<file path="src/rtl/window_monitor_pkg.sv">
// Shared definitions for the window monitor: default geometry and alarm FSM encoding.
package window_monitor_pkg;

  localparam int WM_WIDTH = 10;
  localparam int WM_HOLD  = 4;
  localparam int WM_CNT_W = 16;

  typedef enum logic {
    ST_OK    = 1'b0,
    ST_ALARM = 1'b1
  } alarm_state_e;

  // Run counter must hold values 0..hold inclusive.
  function automatic int run_width(input int hold);
    return (hold < 1) ? 1 : $clog2(hold + 1);
  endfunction

endpackage

</file>
<file path="src/rtl/window_monitor_compare.sv">
// Combinational classifier: window compare of one sample plus running min/max selection.
module window_compare
  import window_monitor_pkg::*;
#(
  parameter int WIDTH = WM_WIDTH
) (
  input  logic [WIDTH-1:0] x_i,
  input  logic [WIDTH-1:0] lo_i,
  input  logic [WIDTH-1:0] hi_i,
  input  logic [WIDTH-1:0] min_i,
  input  logic [WIDTH-1:0] max_i,
  input  logic             first_i,
  output logic             below_o,
  output logic             above_o,
  output logic             inwin_o,
  output logic [WIDTH-1:0] min_o,
  output logic [WIDTH-1:0] max_o
);

  // Window classification; with lo > hi a sample can be both below and above.
  always_comb begin
    below_o = (x_i < lo_i);
    above_o = (x_i > hi_i);
    inwin_o = !below_o && !above_o;
  end

  // First sample of an epoch seeds both extremes.
  always_comb begin
    if (first_i) begin
      min_o = x_i;
      max_o = x_i;
    end else begin
      min_o = (x_i < min_i) ? x_i : min_i;
      max_o = (x_i > max_i) ? x_i : max_i;
    end
  end

endmodule

</file>
<file path="src/rtl/window_monitor.sv">
// Window monitor top: 1-deep result register, epoch min/max/count and debounced alarm FSM.
module window_monitor
  import window_monitor_pkg::*;
#(
  parameter int WIDTH = WM_WIDTH,
  parameter int HOLD  = WM_HOLD,
  parameter int CNT_W = WM_CNT_W
) (
  input  logic             clk,
  input  logic             rst_n,
  input  logic             clear,
  input  logic [WIDTH-1:0] lo,
  input  logic [WIDTH-1:0] hi,
  input  logic             in_valid,
  output logic             in_ready,
  input  logic [WIDTH-1:0] in_data,
  output logic             out_valid,
  input  logic             out_ready,
  output logic             out_below,
  output logic             out_above,
  output logic             out_inwin,
  output logic [WIDTH-1:0] out_min,
  output logic [WIDTH-1:0] out_max,
  output logic [CNT_W-1:0] out_count,
  output logic             alarm
);

  localparam int               R_W     = run_width(HOLD);
  localparam logic [R_W:0]     HOLD_V  = (R_W + 1)'(HOLD);
  localparam logic [CNT_W-1:0] CNT_MAX = {CNT_W{1'b1}};

  logic             out_valid_q, out_valid_d;
  logic             below_q, below_d;
  logic             above_q, above_d;
  logic             inwin_q, inwin_d;
  logic [WIDTH-1:0] min_q, min_d;
  logic [WIDTH-1:0] max_q, max_d;
  logic [CNT_W-1:0] count_q, count_d;

  logic             have_q, have_d;
  logic [WIDTH-1:0] emin_q, emin_d;
  logic [WIDTH-1:0] emax_q, emax_d;
  logic [CNT_W-1:0] ecount_q, ecount_d;

  alarm_state_e     state_q, state_d, state_base_s;
  logic [R_W-1:0]   run_q, run_d, run_base_s;
  logic [R_W:0]     run_inc_s;

  logic             accept_s;
  logic             first_s;
  logic             cmp_below_s, cmp_above_s, cmp_inwin_s;
  logic [WIDTH-1:0] cmp_min_s, cmp_max_s;

  assign in_ready = !out_valid_q || out_ready;
  assign accept_s = in_valid && in_ready;
  assign first_s  = clear || !have_q;

  window_compare #(.WIDTH(WIDTH)) u_cmp (
    .x_i     (in_data),
    .lo_i    (lo),
    .hi_i    (hi),
    .min_i   (emin_q),
    .max_i   (emax_q),
    .first_i (first_s),
    .below_o (cmp_below_s),
    .above_o (cmp_above_s),
    .inwin_o (cmp_inwin_s),
    .min_o   (cmp_min_s),
    .max_o   (cmp_max_s)
  );

  // Epoch bookkeeping; an accepted sample with clear starts the new epoch.
  always_comb begin
    have_d   = have_q;
    emin_d   = emin_q;
    emax_d   = emax_q;
    ecount_d = ecount_q;
    if (accept_s) begin
      have_d = 1'b1;
      emin_d = cmp_min_s;
      emax_d = cmp_max_s;
      if (first_s) begin
        ecount_d = CNT_W'(1);
      end else if (ecount_q == CNT_MAX) begin
        ecount_d = ecount_q;
      end else begin
        ecount_d = ecount_q + CNT_W'(1);
      end
    end else if (clear) begin
      have_d   = 1'b0;
      emin_d   = '0;
      emax_d   = '0;
      ecount_d = '0;
    end else begin
      have_d = have_q;
    end
  end

  // Alarm FSM next state: counts consecutive samples that disagree with the current state.
  always_comb begin
    state_base_s = clear ? ST_OK : state_q;
    run_base_s   = clear ? '0 : run_q;
    run_inc_s    = {1'b0, run_base_s} + (R_W + 1)'(1);
    state_d      = state_base_s;
    run_d        = run_base_s;
    if (accept_s) begin
      case (state_base_s)
        ST_OK: begin
          if (!cmp_inwin_s) begin
            if (run_inc_s == HOLD_V) begin
              state_d = ST_ALARM;
              run_d   = '0;
            end else begin
              run_d = run_inc_s[R_W-1:0];
            end
          end else begin
            run_d = '0;
          end
        end
        ST_ALARM: begin
          if (cmp_inwin_s) begin
            if (run_inc_s == HOLD_V) begin
              state_d = ST_OK;
              run_d   = '0;
            end else begin
              run_d = run_inc_s[R_W-1:0];
            end
          end else begin
            run_d = '0;
          end
        end
        default: begin
          state_d = ST_OK;
          run_d   = '0;
        end
      endcase
    end else begin
      run_d = run_base_s;
    end
  end

  // Result beat: load on accept, drop when consumed, otherwise hold.
  always_comb begin
    out_valid_d = out_valid_q;
    below_d     = below_q;
    above_d     = above_q;
    inwin_d     = inwin_q;
    min_d       = min_q;
    max_d       = max_q;
    count_d     = count_q;
    if (accept_s) begin
      out_valid_d = 1'b1;
      below_d     = cmp_below_s;
      above_d     = cmp_above_s;
      inwin_d     = cmp_inwin_s;
      min_d       = cmp_min_s;
      max_d       = cmp_max_s;
      count_d     = ecount_d;
    end else if (out_ready) begin
      out_valid_d = 1'b0;
    end else begin
      out_valid_d = out_valid_q;
    end
  end

  // State registers.
  always_ff @(posedge clk or negedge rst_n) begin
    if (!rst_n) begin
      out_valid_q <= 1'b0;
      below_q     <= 1'b0;
      above_q     <= 1'b0;
      inwin_q     <= 1'b0;
      min_q       <= '0;
      max_q       <= '0;
      count_q     <= '0;
      have_q      <= 1'b0;
      emin_q      <= '0;
      emax_q      <= '0;
      ecount_q    <= '0;
      state_q     <= ST_OK;
      run_q       <= '0;
    end else begin
      out_valid_q <= out_valid_d;
      below_q     <= below_d;
      above_q     <= above_d;
      inwin_q     <= inwin_d;
      min_q       <= min_d;
      max_q       <= max_d;
      count_q     <= count_d;
      have_q      <= have_d;
      emin_q      <= emin_d;
      emax_q      <= emax_d;
      ecount_q    <= ecount_d;
      state_q     <= state_d;
      run_q       <= run_d;
    end
  end

  assign out_valid = out_valid_q;
  assign out_below = below_q;
  assign out_above = above_q;
  assign out_inwin = inwin_q;
  assign out_min   = min_q;
  assign out_max   = max_q;
  assign out_count = count_q;
  assign alarm     = (state_q == ST_ALARM);

endmodule

</file>
<file path="config.mk">
export PLATFORM = sky130hd
export DESIGN_NAME = window_monitor
export DESIGN_NICKNAME = d
export VERILOG_FILES = /design/src/rtl/window_monitor_pkg.sv /design/src/rtl/window_monitor_compare.sv /design/src/rtl/window_monitor.sv
export SDC_FILE = /design/constraint.sdc
export NUM_CORES = 1
export LEC_CHECK = 0
export BUFFER_PORTS_ARGS = -buffer_cell sky130_fd_sc_hd__buf_2
export CAP_MARGIN = 15
export CORE_ASPECT_RATIO = 1.5
export CORE_MARGIN = 4
export CORE_UTILIZATION = 50
export CTS_BUF_LIST = sky130_fd_sc_hd__clkbuf_16
export CTS_CLUSTER_SIZE = 10
export DETAILED_ROUTE_END_ITERATION = 16
export HOLD_SLACK_MARGIN = 0.1
export PLACE_DENSITY = 0.71
export SLEW_MARGIN = 20
export SYNTH_ARGS = -nofsm -noshare
export SYNTH_HDL_FRONTEND = slang
export SYNTH_SLANG_ARGS = --single-unit
</file>
<file path="constraint.sdc">
create_clock -name clk -period 4.71 [get_ports clk]
set_input_delay 0.2355 -clock clk [delete_from_list [all_inputs] [get_ports clk]]
set_output_delay 0.2355 -clock clk [all_outputs]
set_load 0.01 [all_outputs]
</file>
### Word-level counts from Yosys, hierarchy flattened

Cells that the tools add are included.

* register bits: 81

* add/subtract/negate cells: 2
* magnitude comparators: 4
* equal/unequal tests: 2
* muxes and demuxes: 28
* bitwise operators: 1
* reduce and logical (&&, ||, !) cells: 10

Operators with widths (count)
* 2-to-1 mux 10 bit: 7
* 2-to-1 mux 16 bit: 4
* greater-than comparator 10 bit: 2
* less-than comparator 10 bit: 2
* adder 16 x 1 -> 16 bit, second input constant: 1
* == test 16 bit, second input constant: 1
* 2-to-1 mux 3 bit: 5
* 2-to-1 mux 1 bit: 10
* one-hot mux 3 bit (2 select lines): 1
* adder 3 x 1 -> 4 bit, second input constant: 1
* == test 4 x 3 -> 1 bit, second input constant: 1
* logical NOT 1 bit: 4
* nonzero test 2 bit: 2
* logical AND 1 bit: 2
* logical OR 1 bit: 2
* one-hot mux 1 bit (2 select lines): 1
* inverter 1 bit: 1

### Logic depth before layout (Yosys ltp)

Gate-level depths: netlist of the first run.

* depth in word-level cells: 7
* mapped depth: 8
* depth with buffers taken out: 7

### Hierarchy

A second synthesis of the first run with hierarchy kept.

* cells, all modules: 538
* area, all modules: 4959.8 um^2

By module, submodules not included
* window_monitor: times used 1, cells an instance 366, area an instance 3606.0 um^2, seq. area each 2026.9 um^2
* window_compare: times used 1, cells an instance 172, area an instance 1353.8 um^2, seq. area each 0.0 um^2

### Least setup slack after synthesis of the first run

No wires, ideal clock.

* path type: reg2reg
* start: reg emax_q[9]
* end: reg emax_q[0]
* library setup time: 0.121 ns
* arrival: 1.858 ns
* data required time: 4.589 ns
* slack: 2.731 ns
* stages on the path, launching flop included: 8
* path buffers: 0
* period minus slack after synthesis: 1.979 ns
* cell sequence: dfrtp_1 > inv_1 > ha_1 > and4_1 > o211a_1 > a211oi_1 > o22ai_1 > a32o_1

* longest elaborated chain between the ends: 4

RTL lines
* from (decl): RTL line window_monitor.sv:42 `logic [WIDTH-1:0] emax_q, emax_d;`
* from (signal assigned): RTL line window_monitor.sv:192 `emax_q <= emax_d;`
* greater-than comparator 10 bit: RTL line window_monitor_compare.sv:34 `max_o = (x_i > max_i) ? x_i : max_i;`
* 2-to-1 mux 10 bit: RTL line window_monitor_compare.sv:34
* 2-to-1 mux 10 bit: RTL line window_monitor_compare.sv:29 `if (first_i) begin`
* 2-to-1 mux 10 bit: RTL line window_monitor.sv:78 `if (accept_s) begin`

No other way between the ends.
A chain may end at the register's enable or synchronous reset.

### Worst setup path after layout of the first run

* start: reg out_valid_q, in the netlist out_valid
* end: reg emax_q[7]

* longest elaborated chain between the ends: 4
* elaborated cells between the ends (all ways): 5

RTL lines
* from (decl): RTL line window_monitor.sv:32 `logic out_valid_q, out_valid_d;`
* from (signal assigned): RTL line window_monitor.sv:183 `out_valid_q <= out_valid_d;`
* logical NOT 1 bit (*): RTL line window_monitor.sv:54 `assign in_ready = !out_valid_q || out_ready;`
* logical OR 1 bit (*): RTL line window_monitor.sv:54
* logical AND 1 bit (*): RTL line window_monitor.sv:55 `assign accept_s = in_valid && in_ready;`
* 2-to-1 mux 10 bit / nonzero test 2 bit (equally long branches)

Mark *: on every way between the ends. The rest lies on a longest branch, timed or not.

==> flow_summary.json, run 1 <==
{
  "relSlewSlack": 0.288,
  "vias_per_cell": 6.31,
  "drive_gt1_frac": 0.180,
  "hold_path_class": "in2reg",
  "synth_cell_types": 58,
  "dr.first_iter.drc_count": 238,
  "grt_pass1_vias": 4598,
  "ir_drop_mv": 0.227,
  "synth_top_area_cell": "dfrtp_1",
  "async_flop_share": 1.00,
  "yosysWarningCount": 0,
  "p_comb_frac": 0.231,
  "start_util": 0.517,
  "period_share": 0.630,
  "ys_seq_area_frac": 0.400,
  "clk-insertion-delay-late_ns": 0.34,
  "antenna-diode-count": 0,
  "slew_viol_final": 0,
  "p_per_area_nw_per_um2": 321,
  "status": "finished clean",
  "ys_seq_elements": 81,
  "coreArea_sq_um": 9800,
  "intPower_w": 0.00127,
  "dp_hpwl_um": 9840,
  "clockRootBuffer": "clkbuf_16",
  "rows": 44,
  "track_usage": 0.229,
  "port_buffers": 76,
  "tightest_slew_ns": 1.06,
  "drc": 0,
  "synth_edf_count": 0,
  "avgSynthCellArea_sq_um": 9.17,
  "nNetsFinal": 691,
  "gr-total-overflow": 0,
  "crit_arrival_ns": 3.24,
  "cts.repair.resized": 0,
  "wl_um": 13500,
  "dr.pass1.iters": 4,
  "synth.most_common_cell": "dfrtp_1",
  "cp.required_ns": 4.98,
  "clock_path_buffers": 2,
  "max_freq_ghz": 0.337,
  "htreeDepth": 3,
  "clockPowerShare": 0.332,
  "grt_pass1_wl_um": 22400,
  "dieWidth_um": 90.2,
  "synthCells": 553,
  "seqPwrFrac": 0.437,
  "fin_tns_setup_ns": 0,
  "critPathCaptureType": "register",
  "synth_area_leaders": "dfrtp_1, ha_1, nand2_1, inv_1, o21ai_0",
  "area_delta_synth_final_pct": 14.2,
  "grt_max_degree": 82,
  "finClkSkew_ns": 0.00859,
  "setup_viol": 0,
  "cts_buffers": 9,
  "ioPinCount": 77,
  "cts_tree": "built",
  "wl_per_cell_um": 18.3,
  "die_h_um": 131,
  "synth_nets": 628,
  "cp_max_fo": 15,
  "netlist.area_leader.share": 0.400,
  "critPathLaunchType": "register",
  "timing.final.ws_setup_ns": 1.74,
  "swShare": 0.315,
  "pre_cts_ws_ns": 1.85,
  "period_minus_slack_ns": 2.97,
  "switchingPower_w": 0.000584,
  "grt_setup_unrepaired": "no",
  "post-route-util": 0.591,
  "dr_total_vias": 4643,
  "setup.worst_path.class": "reg2reg",
  "synth_common_cells": "dfrtp_1, nand2_1, inv_1",
  "fillers": 890,
  "drv_cap": 0,
  "synth_flop_cell": "dfrtp_1",
  "postRouteAntennaNets": 0,
  "place.gp.congestion": 0.905,
  "hold_violations": 0,
  "clock-sinks": 81,
  "antenna_found_initial": 0,
  "netlist_area_sq_um": 5070,
  "p_leak_nw": 2.72,
  "die-area_sq_um": 11900,
  "clk_pin_slew_worst_paths_ns": 0.06
}
## layout by cell type, fill, tap and decap left out, drive strengths merged, types with 5 or more instances in the layout
master,netlist,layout
a21oi,28,28
a221oi,10,10
a32o,11,11
and3,14,14
and4,5,5
buf,10,81
clkbuf,20,9
dfrtp,81,81
ha,40,40
inv,46,49
mux2i,5,5
nand2,64,64
nand2b,10,10
nand3,10,10
nand4,10,10
nor2,25,25
nor3,14,14
o211ai,15,15
o21ai,32,32
o221ai,13,13
o22ai,5,5
o311ai,11,11
o31ai,18,18
or2,5,5
or3,6,6
xnor2,5,5
## state kept, by name, summed over array words and instances, names as in the netlist
signal / count
ecount_q: 16
out_count: 16
emax_q: 10
emin_q: 10
out_max: 10
out_min: 10
run_q: 3
alarm: 1
have_q: 1
out_above: 1
out_below: 1
out_inwin: 1
out_valid: 1
## worst max-delay path, stage by stage (launching register included)
cell,delay (ns)
dfrtp_1,0.38
nand2b_1,0.44
and2_0,0.56
buf_4,0.30
nand2_1,0.25
o22ai_1,0.74
a32o_1,0.22
## power groups by stage
stage / Sequential [W] / Combinational (W) / Clock, W
after global routing: 0.000818 / 0.000481 / 0.000657
after floorplan: 0.000831 / 0.000255 / 0
after CTS: 0.000811 / 0.000428 / 0.000627
after detailed placement: 0.000823 / 0.000425 / 0
final: 0.000812 / 0.000428 / 0.000616
after global placement: 0.000820 / 0.000408 / 0
## per-layer routing
layer  track usage  vias up  wire [um]
met5             0        -          0
met4         0.116        0        467
met3        0.0349       36        610
met2         0.401      165       7140
met1         0.271     2257       5260
li1              -     2185          -
## worst paths after layout
kind	start	endpoint	slack (ns)	depth (start not counted)
setup / recovery	out_valid	emax_q[7]	1.74	6
hold / removal	in_data[0]	emax_q[0]	0.24	2
setup reg to reg	out_valid	emax_q[7]	1.74	6
hold reg to reg	out_count[2]	out_count[2]	0.46	2
max in group asynchronous	rst_n	emin_q[0]	3.73	2
min in group asynchronous	rst_n	out_count[2]	0.51	2
## metrics by stage
stage                     instances  hold WS [ns]  power [W]  instance area [sq um]
after floorplan                 553       -0.0601    0.00109                   5070
after global placement          719         0.451    0.00123                   5520
after detailed placement        719         0.452    0.00125                   5520
after CTS                       735         0.117    0.00187                   5770
after global routing            736         0.255    0.00196                   5790
final                           736         0.240    0.00186                   5790
## cell families (layout without fill, tap and decap cells)
logic type               after synthesis  count (layout)  synth area share
flip-flops                            81              81             0.400
buffers and inverters                 76             144            0.0590
AND/OR/NAND/NOR                      173             173             0.172
multiplexers                           5               5           0.00987
AO/OA/AOI/OAI                        170             170             0.246
XOR/XNOR                               8               8            0.0138
adder cells (fa/ha/maj)               40              40            0.0987
## final cells by class
type                       count  area (sq um)  share of cell area
multi-input combinational    396          2760               0.476
sequential                    81          2030               0.350
timing repair buffer          82           434              0.0750
clock buffer                   9           225              0.0389
inverter                      46           173              0.0298
tap                          115           144              0.0249
clock inverter                 7          31.3             0.00540
## what timing repair did
action / CTS / global route
endpoints found under the hold margin: 0 / 81
hold buffers: 0 / 1
buffers inserted: 0 / 0
(Power assumes the default switching activity.)
==> run 2, diff against run 1 <==
Clock period 4.71 ns to 3.1 ns, I/O delays scaled along.
==> flow_summary.json, run 2 (synthesis results as in run 1) <==
{
  "cp_max_fo": 11,
  "critPathCaptureType": "register",
  "cts_buffers": 9,
  "dr_total_vias": 4623,
  "drv_cap": 0,
  "ff_latch_area_sq_um": 2030,
  "slew_viol_final": 0,
  "period_share": 0.846,
  "postRouteAntennaNets": 0,
  "area_delta_synth_final_pct": 16.1,
  "cp.required_ns": 3.32,
  "rows": 44,
  "port_buffers": 76,
  "cp_slowest_cell": "a211oi_2",
  "grt_pass1_wl_um": 22700,
  "wl_per_cell_um": 18.4,
  "post-route-util": 0.601,
  "clk-insertion-delay-late_ns": 0.34,
  "status": "finished clean",
  "layout_commonest_cell": "dfrtp_1",
  "p_per_area_nw_per_um2": 525,
  "antenna_found_initial": 0,
  "tightest_slew_ns": 0.836,
  "period_minus_slack_ns": 2.62,
  "wl_um": 13600,
  "layout_common_cells": "dfrtp_1, buf_2, nand2_1, inv_1, ha_1",
  "placed_area_sq_um": 5540,
  "dp_hpwl_um": 9740,
  "critical-path-max-stage-delay_ns": 0.61,
  "start_util": 0.517,
  "fillers": 894,
  "clock-sinks": 81,
  "clock_path_buffers": 2,
  "setup.worst_path.class": "reg2reg",
  "antenna-diode-count": 0,
  "power.total_w": 0.00309,
  "clk_pin_slew_worst_paths_ns": 0.06,
  "cts.repair.resized": 0,
  "crit_arrival_ns": 2.85,
  "vias_per_cell": 6.26,
  "p_leak_nw": 2.77,
  "ioPinCount": 77,
  "die_h_um": 131,
  "multi_input_area_sq_um": 2750,
  "hold_violations": 0,
  "setup_viol": 0,
  "cts_tree": "built",
  "grt_setup_unrepaired": "no",
  "coreArea_sq_um": 9800,
  "track_usage": 0.233,
  "stdcell_area_sq_um": 5890,
  "max_freq_ghz": 0.381,
  "critPathLaunchType": "register",
  "dr.first_iter.drc_count": 254,
  "path_cells": "inv_1 -> ha_1 -> a21oi_1 -> o21ai_0 -> a211oi_2 -> o22ai_1 -> a32o_1",
  "grt_pass1_vias": 4746,
  "ir_drop_mv": 0.404,
  "clockRootBuffer": "clkbuf_16",
  "holdBufCountCts": 1,
  "cts_setup_buffers": 0,
  "hold_path_class": "in2reg",
  "gr-total-overflow": 0,
  "dieWidth_um": 90.2,
  "htreeDepth": 3,
  "die-area_sq_um": 11900,
  "finClkSkew_ns": 0.00512,
  "relSlewSlack": 0.443,
  "dr.pass1.iters": 5,
  "drive_gt1_frac": 0.188,
  "drc": 0,
  "grt_max_degree": 82,
  "nNetsFinal": 694,
  "fin_tns_setup_ns": 0,
  "place.gp.congestion": 0.957
}
-- run 2: area by class of cell --
type / instances / share of cell area
tap: 115 / 0.0244
clock buffer: 9 / 0.0383
multi-input combinational: 396 / 0.468
inverter: 46 / 0.0293
sequential: 81 / 0.344
clock inverter: 6 / 0.0183
timing repair buffer: 85 / 0.0776
-- run 2: metrics by stage --
step                setup WS (ns)  hold WS, ns  std cells
floorplan                    1.12       -0.141        553
global placement            0.609        0.396        722
detailed placement          0.560        0.406        722
CTS                         0.497        0.171        738
global route                0.273        0.205        738
finish                      0.477        0.181        738
-- run 2: final timing paths --
| kind | endpoint | from | slack (ns) | cells past startpoint |
|---|---|---|---|---|
| max in group asynchronous | emax_q[0] | rst_n | 2.15 | 2 |
| min reg2reg | out_count[2] | out_count[2] | 0.46 | 2 |
| min | emax_q[0] | in_data[0] | 0.18 | 2 |
| max reg2reg | emax_q[6] | emax_q[5] | 0.48 | 7 |
| max | emax_q[6] | emax_q[5] | 0.48 | 7 |
| min in group asynchronous | ecount_q[1] | rst_n | 0.42 | 2 |
-- run 2: layer usage --
metal,part of all wire,vias to the layer above,GRT usage
met5,0,-,0
met4,0.029,0,0.106
met3,0.040,26,0.0349
met2,0.53,139,0.420
met1,0.40,2257,0.271
li1,-,2201,-
-- run 2: where the power goes --
part | internal, W | switching, W
clock network | 0.000781 | 0.000427
logic | 0.000247 | 0.000409
registers | 0.00116 | 0.0000673
total | 0.00219 | 0.000903
-- run 2: critical path, delay by kind of cell, from the launching register on --
kind	cells	cell delay, ns
AO/OA/AOI/OAI	5	1.73
adder cells (fa/ha/maj)	1	0.32
buffers and inverters	1	0.06
flip-flops	1	0.40
